`src/rtl/microseq_pkg.sv`:
```
// rtl/microseq_pkg.sv - microsequencer op encodings, microword field layout helpers, clog2
package microseq_pkg;

  // Sequencing op encodings (microword op field, 4 bits)
  localparam logic [3:0] OP_DISPATCH = 4'd0;
  localparam logic [3:0] OP_FETCH    = 4'd1;
  localparam logic [3:0] OP_JUMP     = 4'd2;
  localparam logic [3:0] OP_NEXT     = 4'd3;
  localparam logic [3:0] OP_BRANCH   = 4'd4;
  localparam logic [3:0] OP_WAIT     = 4'd5;
  localparam logic [3:0] OP_CALL     = 4'd6;
  localparam logic [3:0] OP_RETURN   = 4'd7;
  localparam logic [3:0] OP_CCALL    = 4'd8;
  localparam logic [3:0] OP_CRETURN  = 4'd9;

  // Ceiling log2; clog2(1) = 0.
  function automatic int clog2(input int value);
    int r;
    r = 0;
    for (int i = 0; i < 31; i++) begin
      if ((1 << i) < value) r = i + 1;
    end
    return r;
  endfunction

  // Condition-select field is never narrower than one bit.
  function automatic int csel_w(input int ncond);
    return (clog2(ncond) < 1) ? 1 : clog2(ncond);
  endfunction

  // Microword layout, MSB->LSB: op[3:0], inv, csel, ctrl, target
  function automatic int word_w(input int addr_w, input int ctrl_w, input int ncond);
    return 5 + csel_w(ncond) + ctrl_w + addr_w;
  endfunction

  function automatic int ctrl_lo(input int addr_w);
    return addr_w;
  endfunction

  function automatic int csel_lo(input int addr_w, input int ctrl_w);
    return addr_w + ctrl_w;
  endfunction

  function automatic int inv_bit(input int addr_w, input int ctrl_w, input int ncond);
    return addr_w + ctrl_w + csel_w(ncond);
  endfunction

  function automatic int op_lo(input int addr_w, input int ctrl_w, input int ncond);
    return inv_bit(addr_w, ctrl_w, ncond) + 1;
  endfunction

endpackage

```
`src/rtl/microseq_lifo.sv`:
```
// rtl/microseq_lifo.sv - return-address LIFO, DEPTH x WIDTH
// Ports:
//   clk, reset       rising-edge clock, asynchronous active-low reset (clears count only)
//   push, pop        push_data onto / remove top entry (push ignored when full, pop when empty)
//   push_data        value to push
//   top              current top entry (0 when empty)
//   count            number of valid entries
//   full, empty      occupancy flags
module microseq_lifo
  import microseq_pkg::*;
#(
  parameter int DEPTH = 4,
  parameter int WIDTH = 7,
  localparam int CNT_W = clog2(DEPTH + 1)
) (
  input  logic             clk,
  input  logic             reset,
  input  logic             push,
  input  logic             pop,
  input  logic [WIDTH-1:0] push_data,
  output logic [WIDTH-1:0] top,
  output logic [CNT_W-1:0] count,
  output logic             full,
  output logic             empty
);

  logic [WIDTH-1:0] mem [DEPTH];

  assign full  = (count == CNT_W'(DEPTH));
  assign empty = (count == '0);

  // Entry storage needs no reset: entries above count are never read.
  always_ff @(posedge clk) begin
    for (int i = 0; i < DEPTH; i++) begin
      if (push && !full && (count == CNT_W'(i))) mem[i] <= push_data;
    end
  end

  always_comb begin
    top = '0;
    for (int i = 0; i < DEPTH; i++) begin
      if (count == CNT_W'(i + 1)) top = mem[i];
    end
  end

  always_ff @(posedge clk or negedge reset) begin
    if (!reset) begin
      count <= '0;
    end else if (push && !full) begin
      count <= count + CNT_W'(1);
    end else if (pop && !empty) begin
      count <= count - CNT_W'(1);
    end
  end

endmodule

```
`src/rtl/microseq_stack.sv`:
```
// rtl/microseq_stack.sv - microprogram sequencer with call/return stack and wait states
// Ports:
//   clk, reset       rising-edge clock, asynchronous active-low reset
//   ustore_addr      microstore read address (combinational)
//   uword_in         microword read at ustore_addr, same cycle
//   dispatch_addr    decoder entry address for the current instruction
//   cond             status inputs (bit 0 = MOC, bit 1 = Cond)
//   ctrl             control lines from the control register
//   curr_state       address of the microword held in the control register
//   sp               return-stack occupancy
//   err              sticky overflow / underflow / illegal-op flag
module microseq_stack
  import microseq_pkg::*;
#(
  parameter int ADDR_W      = 7,
  parameter int CTRL_W      = 20,
  parameter int NCOND       = 4,
  parameter int STACK_DEPTH = 4,
  parameter int FETCH_ADDR  = 1,
  localparam int CSEL_W = csel_w(NCOND),
  localparam int WORD_W = word_w(ADDR_W, CTRL_W, NCOND),
  localparam int SP_W   = clog2(STACK_DEPTH + 1)
) (
  input  logic              clk,
  input  logic              reset,
  output logic [ADDR_W-1:0] ustore_addr,
  input  logic [WORD_W-1:0] uword_in,
  input  logic [ADDR_W-1:0] dispatch_addr,
  input  logic [NCOND-1:0]  cond,
  output logic [CTRL_W-1:0] ctrl,
  output logic [ADDR_W-1:0] curr_state,
  output logic [SP_W-1:0]   sp,
  output logic              err
);

  localparam int CTRL_LO = ctrl_lo(ADDR_W);
  localparam int CSEL_LO = csel_lo(ADDR_W, CTRL_W);
  localparam int INV_BIT = inv_bit(ADDR_W, CTRL_W, NCOND);
  localparam int OP_LO   = op_lo(ADDR_W, CTRL_W, NCOND);
  localparam logic [ADDR_W-1:0] FETCH_A = ADDR_W'(FETCH_ADDR);

  logic [WORD_W-1:0] ureg;
  logic              boot;

  logic [3:0]        op;
  logic              inv;
  logic [CSEL_W-1:0] csel;
  logic [ADDR_W-1:0] target;
  logic [ADDR_W-1:0] inc;
  logic              cond_bit;
  logic              sts;

  logic [ADDR_W-1:0] nxt;
  logic              call_req;
  logic              ret_req;
  logic              do_push;
  logic              do_pop;
  logic              set_err;

  logic [ADDR_W-1:0] stk_top;
  logic              stk_full;
  logic              stk_empty;

  assign op     = ureg[OP_LO +: 4];
  assign inv    = ureg[INV_BIT];
  assign csel   = ureg[CSEL_LO +: CSEL_W];
  assign ctrl   = ureg[CTRL_LO +: CTRL_W];
  assign target = ureg[0 +: ADDR_W];
  assign inc    = curr_state + ADDR_W'(1);

  // Selects beyond the last status input read as 0.
  always_comb begin
    cond_bit = 1'b0;
    for (int i = 0; i < NCOND; i++) begin
      if (csel == CSEL_W'(i)) cond_bit = cond[i];
    end
  end

  assign sts = cond_bit ^ inv;

  always_comb begin
    nxt      = inc;
    call_req = 1'b0;
    ret_req  = 1'b0;
    do_push  = 1'b0;
    do_pop   = 1'b0;
    set_err  = 1'b0;
    case (op)
      OP_DISPATCH: nxt = dispatch_addr;
      OP_FETCH:    nxt = FETCH_A;
      OP_JUMP:     nxt = target;
      OP_NEXT:     nxt = inc;
      OP_BRANCH:   nxt = sts ? target : inc;
      OP_WAIT:     nxt = sts ? inc : curr_state;
      OP_CALL:     call_req = 1'b1;
      OP_RETURN:   ret_req = 1'b1;
      OP_CCALL:    call_req = sts;
      OP_CRETURN:  ret_req = sts;
      default:     set_err = 1'b1;
    endcase

    // Overflow drops the return address but still takes the call.
    if (call_req) begin
      nxt = target;
      if (stk_full) set_err = 1'b1;
      else          do_push = 1'b1;
    end

    // Underflow restarts at the fetch entry.
    if (ret_req) begin
      if (stk_empty) begin
        nxt     = FETCH_A;
        set_err = 1'b1;
      end else begin
        nxt    = stk_top;
        do_pop = 1'b1;
      end
    end
  end

  assign ustore_addr = boot ? '0 : nxt;

  microseq_lifo #(
    .DEPTH (STACK_DEPTH),
    .WIDTH (ADDR_W)
  ) u_lifo (
    .clk       (clk),
    .reset     (reset),
    .push      (do_push & ~boot),
    .pop       (do_pop & ~boot),
    .push_data (inc),
    .top       (stk_top),
    .count     (sp),
    .full      (stk_full),
    .empty     (stk_empty)
  );

  // boot marks the first cycle after reset release, when the control
  // register still holds the cleared word rather than a fetched one.
  always_ff @(posedge clk or negedge reset) begin
    if (!reset) begin
      boot       <= 1'b1;
      ureg       <= '0;
      curr_state <= '0;
      err        <= 1'b0;
    end else begin
      boot       <= 1'b0;
      ureg       <= uword_in;
      curr_state <= ustore_addr;
      err        <= err | (set_err & ~boot);
    end
  end

endmodule

```
`config.mk`:
```
export PLATFORM = sky130hd
export DESIGN_NAME = microseq_stack
export DESIGN_NICKNAME = d
export VERILOG_FILES = /design/src/rtl/microseq_pkg.sv /design/src/rtl/microseq_lifo.sv /design/src/rtl/microseq_stack.sv
export SDC_FILE = /design/constraint.sdc
export NUM_CORES = 1
export LEC_CHECK = 0
export ABC_AREA = 1
export CAP_MARGIN = 10
export CORE_MARGIN = 1
export CORE_UTILIZATION = 50
export DETAILED_ROUTE_END_ITERATION = 16
export PLACE_DENSITY = 0.8
export SLEW_MARGIN = 20
export SYNTH_ARGS = -nofsm -noshare
export SYNTH_HDL_FRONTEND = slang
export SYNTH_SLANG_ARGS = --single-unit
export TNS_END_PERCENT = 5
```
`constraint.sdc`:
```
create_clock -name clk -period 4.63 [get_ports clk]
set_input_delay 0.463 -clock clk [delete_from_list [all_inputs] [get_ports clk]]
set_output_delay 0.463 -clock clk [all_outputs]
set_load 0.005 [all_outputs]
```
Word level (Yosys, flattened, before mapping):

Memories as Yosys holds them, arrays and structs flattened.
Cells that the tools add are included.
W data, S select, Z words.

* $add $sub $neg: 3
* multiply operators: 0
* divide/modulo/power cells: 0
* $lt $le $gt $ge: 0
* eq/ne operators: 16
* shifts and indexed selects: 0
* multiplexer cells: 45
* bitwise operators: 6
* reduce and logical (&&, ||, !) cells: 16

Operators with widths (number)
* $mux W7: 13
* $pmux W7 S5: 1
* $mux W1: 24
* $reduce_or A7 Y1: 3
* $eq A4 B3 Y1 const B: 4
* $reduce_or A10 Y1: 1
* $eq A4 B2 Y1 const B: 2
* $eq A4 B4 Y1 const B: 2
* $add A7 B1 Y7 const B: 1
* $eq A3 B2 Y1 const B: 2
* $logic_and A1 B1 Y1: 6
* $mux W2: 3
* $mux W3: 2
* $eq A2 B2 Y1 const B: 2
* $eq A4 B1 Y1 const B: 1
* $logic_not A4 Y1: 1
* $pmux W1 S2: 2
* $add A3 B1 Y3 const B: 1
* $and A1 B1 Y1: 3
* $eq A3 B1 Y1 const B: 1
* $eq A3 B3 Y1 const B: 1
* $logic_not A3 Y1: 1
* $sub A3 B1 Y3 const B: 1
* $eq A2 B1 Y1 const B: 1
* other kinds (6): 7

* register bits after elaboration: 46
* latch bits: 0
* RAM bits: 28
* memory bits (read-only): 0
* bits of input ports: 47
* output and inout port bits: 38
* logic and storage cells: 92
* memories kept: 1

Memories
* u_lifo.mem: depth 4, width 7, read ports 4, clocked after Yosys merged registers in 0, wr ports 1, line microseq_lifo.sv:27 `logic [WIDTH-1:0] mem [DEPTH];`

Logic depth before layout (Yosys ltp):

* depth in word-level cells: 17
* mapped depth: 13
* depth with buffers taken out: 13

By module:

From an unflattened synthesis, not the netlist that was laid out.

* cells, all modules: 420
* area, all modules: 3737.3 um^2

Modules (own cells, without submodules)
* microseq_stack: instances 1, cells each 273, area an instance 2279.7 um^2, seq. area each 1077.3 um^2
* microseq_lifo: instances 1, cells each 147, area an instance 1457.6 um^2, seq. area each 915.9 um^2

Worst setup path after synthesis:

Ideal clock, no wire load.

* path type: flip-flop to output port
* start point: register u_lifo.count[0]
* end point: output port ustore_addr[4]
* data arrival time: 1.621 ns
* data required time: 4.167 ns
* path slack: 2.546 ns
* stages on the path, launching flop included: 11
* cells stage by stage: dfrtp_1 > ha_1 > ha_1 > inv_1 > clkbuf_1 > nor2_1 > nor2_1 > a22oi_1 > nand2_1 > nand2_1 > a21oi_1

* cells in the longest elaborated chain, start to end: 8
* elaborated cells on any way between the ends: 12
* classes of those cells: 4 x eq/ne; 7 x mux; 1 x reduce/logical

Ends and longest elaborated chain
* start: declaration: line microseq_lifo.sv:22 `output logic [CNT_W-1:0] count,`
* start signal: assignment: line microseq_lifo.sv:50 `count <= count + CNT_W'(1);`
* start signal: assignment: line microseq_lifo.sv:52 `count <= count - CNT_W'(1);`
* $eq A3 B1 Y1: line microseq_lifo.sv:42 `if (count == CNT_W'(i + 1)) top = mem[i];`
* $mux W7 (4 in series): line microseq_lifo.sv:42
* $mux W7 (*): line microseq_stack.sv:111 `if (stk_empty) begin`
* $mux W7 (*): line microseq_stack.sv:110 `if (ret_req) begin`
* $mux W7 (*): line microseq_stack.sv:121 `assign ustore_addr = boot ? '0 : nxt;`
* end: declaration: line microseq_stack.sv:26 `output logic [ADDR_W-1:0] ustore_addr,`

Every way passes the cells marked *; elsewhere a longest branch is shown, timed or not.

Worst setup path in the final report:

* start point: register u_lifo.count[1]
* end point: output port ustore_addr[1]

The elaborated chain is that of the path after synthesis.

==> run metrics <==
RSZ-0062 raised after global routing false; P_leak 0.00205 µW; Port Buf Inserts 84; Clock Path Buffers 2; Peak VDD IR 0.000231 V; Chip Height 87.4 µm; post-synthesis sequential area ratio 54.6%; n_diodes 0; share of cells above drive strength 1 8.11%; DRT iter0 DRCs 155; placed instance area 4420 µm²; hold buffer count at cts 0; relative slew slack 56.1%; Ys Warns 0; Pwr Total 1850 µW; peak per-stage delay on the critical path 0.56 ns; grt total ovfl 0; vias post-DR 2834; # resized after CTS 0; Register Area 1990 µm²; die area 7640 µm²; Max FO, Critical Path 11; cell area after layout 4650 µm²; crit share post-route 71.3%; fmax 303 MHz; Yosys cell types 34; Max H-tree Level 3; Final Core Density 67.4%; first-pass GRT wire length 12800 µm; max cap viols 0; worst path arrival time 2.84 ns; Clock Pin Slew Worst Setup and Hold Paths 0.08 ns; CP Launch Type register; Setup TNS Final 0 ns; clock skew 0.00936 ns; post-synth net total 436; #FFs+latches synth 74; WHS 0.0953 ns; critical path type reg -> out; DP Wirelength 6060 µm; Final Max Slew Viols 0; GRT Overall Usage 22.8%; initial core utilization 52.8%; Routed Wire Length 8050 µm; Nets 505; Slowest cell on crit path clkdlybuf4s50_1; TritonRoute pass-1 iters 4; critical path, cell by cell ha_1, ha_1, inv_1, nor2_1, nor2_1, a22oi_1, a21oi_1, a21boi_1, clkdlybuf4s50_1; Crit. End Element output pin; # setup viols final 0; Clock Latency Late Sink 0.36 ns; Row Count 30; filler instances 565; r2r setup slk 2.23 ns; initial antenna violation count 0; Mapped Avg Cell Area 9.55 µm²; area occupied by multi-input gates 1300 µm²; crit path buf inv count 2; Antenna Nets Post-Route 0; Crit path required time 4.17 ns; CP top delay family buffers and inverters; CTS tree built; Die W 87.4 µm; largest net degree at the start of global routing 47; I/O pin count 85; WL/cell 14.6 µm; Num CTS Buffers 9; outcome complete, no violations; vias in the first global route 2802; hold crit path type in -> async; Vias/cell 5.13; Cells after Synth 382; core box area 6910 µm²; Mapped Area 3650 µm²; setup bufs post-CTS 0; power density cells 397 nW/µm²; cell chosen for the clock root clkbuf_8; GPL Wtd Cong 0.864; Final min period 3.30 ns; DRC violations left 0; Fin. Hold Viols 0; Worst Tran Pin Value 0.656 ns; clk sinks 74; synth-to-layout area growth 27.5%
==> worst paths after layout <==
check                                 from                to  cells after the start
setup / recovery           u_lifo.count[1]    ustore_addr[1]                      9
hold / removal                       reset          ureg[20]                      1
setup reg to reg                  ureg[31]  u_lifo.mem[0][5]                      7
hold reg to reg                        err               err                      2
max in group asynchronous            reset     curr_state[1]                      1
min in group clk                       err               err                      2
==> per-layer routing <==
| layer | vias up | global-route usage [%] | part of all wire, % |
|---|---|---|---|
| met5 | - | 0 | 0 |
| met4 | 0 | 9.09 | 1.5 |
| met3 | 13 | 7.87 | 9.3 |
| met2 | 123 | 38.6 | 50 |
| met1 | 1325 | 26.5 | 39 |
| li1 | 1373 | - | - |
==> synth_stat cells <==
cell | count | share of area (%)
a22oi_1 | 3 | 0.62
clkbuf_1 | 5 | 0.51
nor3_2 | 1 | 0.27
edfxtp_1 | 28 | 23
dfstp_2 | 1 | 0.72
o21ai_4 | 1 | 0.45
nand3_1 | 48 | 6.6
o21ai_0 | 9 | 1.2
ha_1 | 7 | 2.4
nand2_8 | 2 | 1.1
a211oi_1 | 6 | 1.2
nand2_4 | 6 | 1.9
nand3b_1 | 2 | 0.41
nand3_2 | 1 | 0.27
nand3_4 | 4 | 1.9
o211ai_1 | 6 | 1.2
xnor2_1 | 1 | 0.24
nand2_1 | 90 | 9.3
nand2_2 | 2 | 0.34
nor2_4 | 1 | 0.31
a21oi_1 | 14 | 1.9
inv_2 | 2 | 0.21
inv_1 | 44 | 4.5
buf_6 | 1 | 0.31
nand4_1 | 3 | 0.51
buf_4 | 20 | 4.1
nor2_1 | 22 | 2.3
xor2_1 | 2 | 0.48
conb_1 | 1 | 0.10
or2_1 | 1 | 0.17
nor3_1 | 1 | 0.14
o22ai_1 | 1 | 0.17
dfrtp_1 | 45 | 31
a21boi_1 | 1 | 0.21
==> where the power goes <==
group	switching, µW	internal (µW)	total (µW)
registers	45.5	731	777
logic	286	215	501
clock network	262	309	571
total	593	1260	1850
==> cell families after synthesis <==
logic type,count (synthesis),share of synthesized area (%)
and+or+nand+nor,184,25.4
buffers and inverters,72,9.67
DFF,74,54.6
other,1,0.103
AOI/OAI and AO/OA,41,7.06
adders and majority gates,7,2.40
xor gates and xnor gates,3,0.720
==> metrics by stage <==
stage / setup WS (ns) / instances
after CTS: 1.31 / 552
after floorplan: 2.55 / 382
after detailed placement: 1.51 / 536
after global routing: 1.12 / 552
after global placement: 1.56 / 536
final: 1.33 / 552
==> sequential cells by signal, summed over array words and instances, names as in the netlist <==
| name | flops |
|---|---|
| boot | 1 |
| curr_state | 7 |
| ureg | 34 |
| err | 1 |
| u_lifo.mem | 28 |
| u_lifo.count | 3 |
==> worst reg2reg max path, cell delays in order, from the launching register on <==
cell     delay [ns]
dfrtp_1        0.54
nor2_1         0.19
inv_1          0.09
nor3_1         0.32
nand2_4        0.09
nand2_4        0.15
nand2_1        0.13
nor2_1         0.53
==> cells in the final DEF, fill, tap and decap left out, types with 3 or more instances in the layout <==
master	count
nor2_1	22
nand3_1	48
ha_1	7
nand2_1	90
inv_1	44
clkdlybuf4s50_1	83
a22oi_1	3
a211oi_1	6
nand4_1	3
o211ai_1	6
a21oi_1	14
clkbuf_8	9
o21ai_0	9
nand2_4	6
nand3_4	4
dfrtp_1	45
edfxtp_1	28
==> final cells by class <==
type                            instances  share of cell area [%]
Inverter                               46                    3.71
Clock inverter                          7                    2.18
Multi-Input combinational cell        236                    28.0
Clock buffer                            9                    2.66
Tap cell                               96                    2.58
Sequential cell                        74                    42.8
Timing Repair Buffer                   84                    18.0
Power figures use the tool's default switching activity.
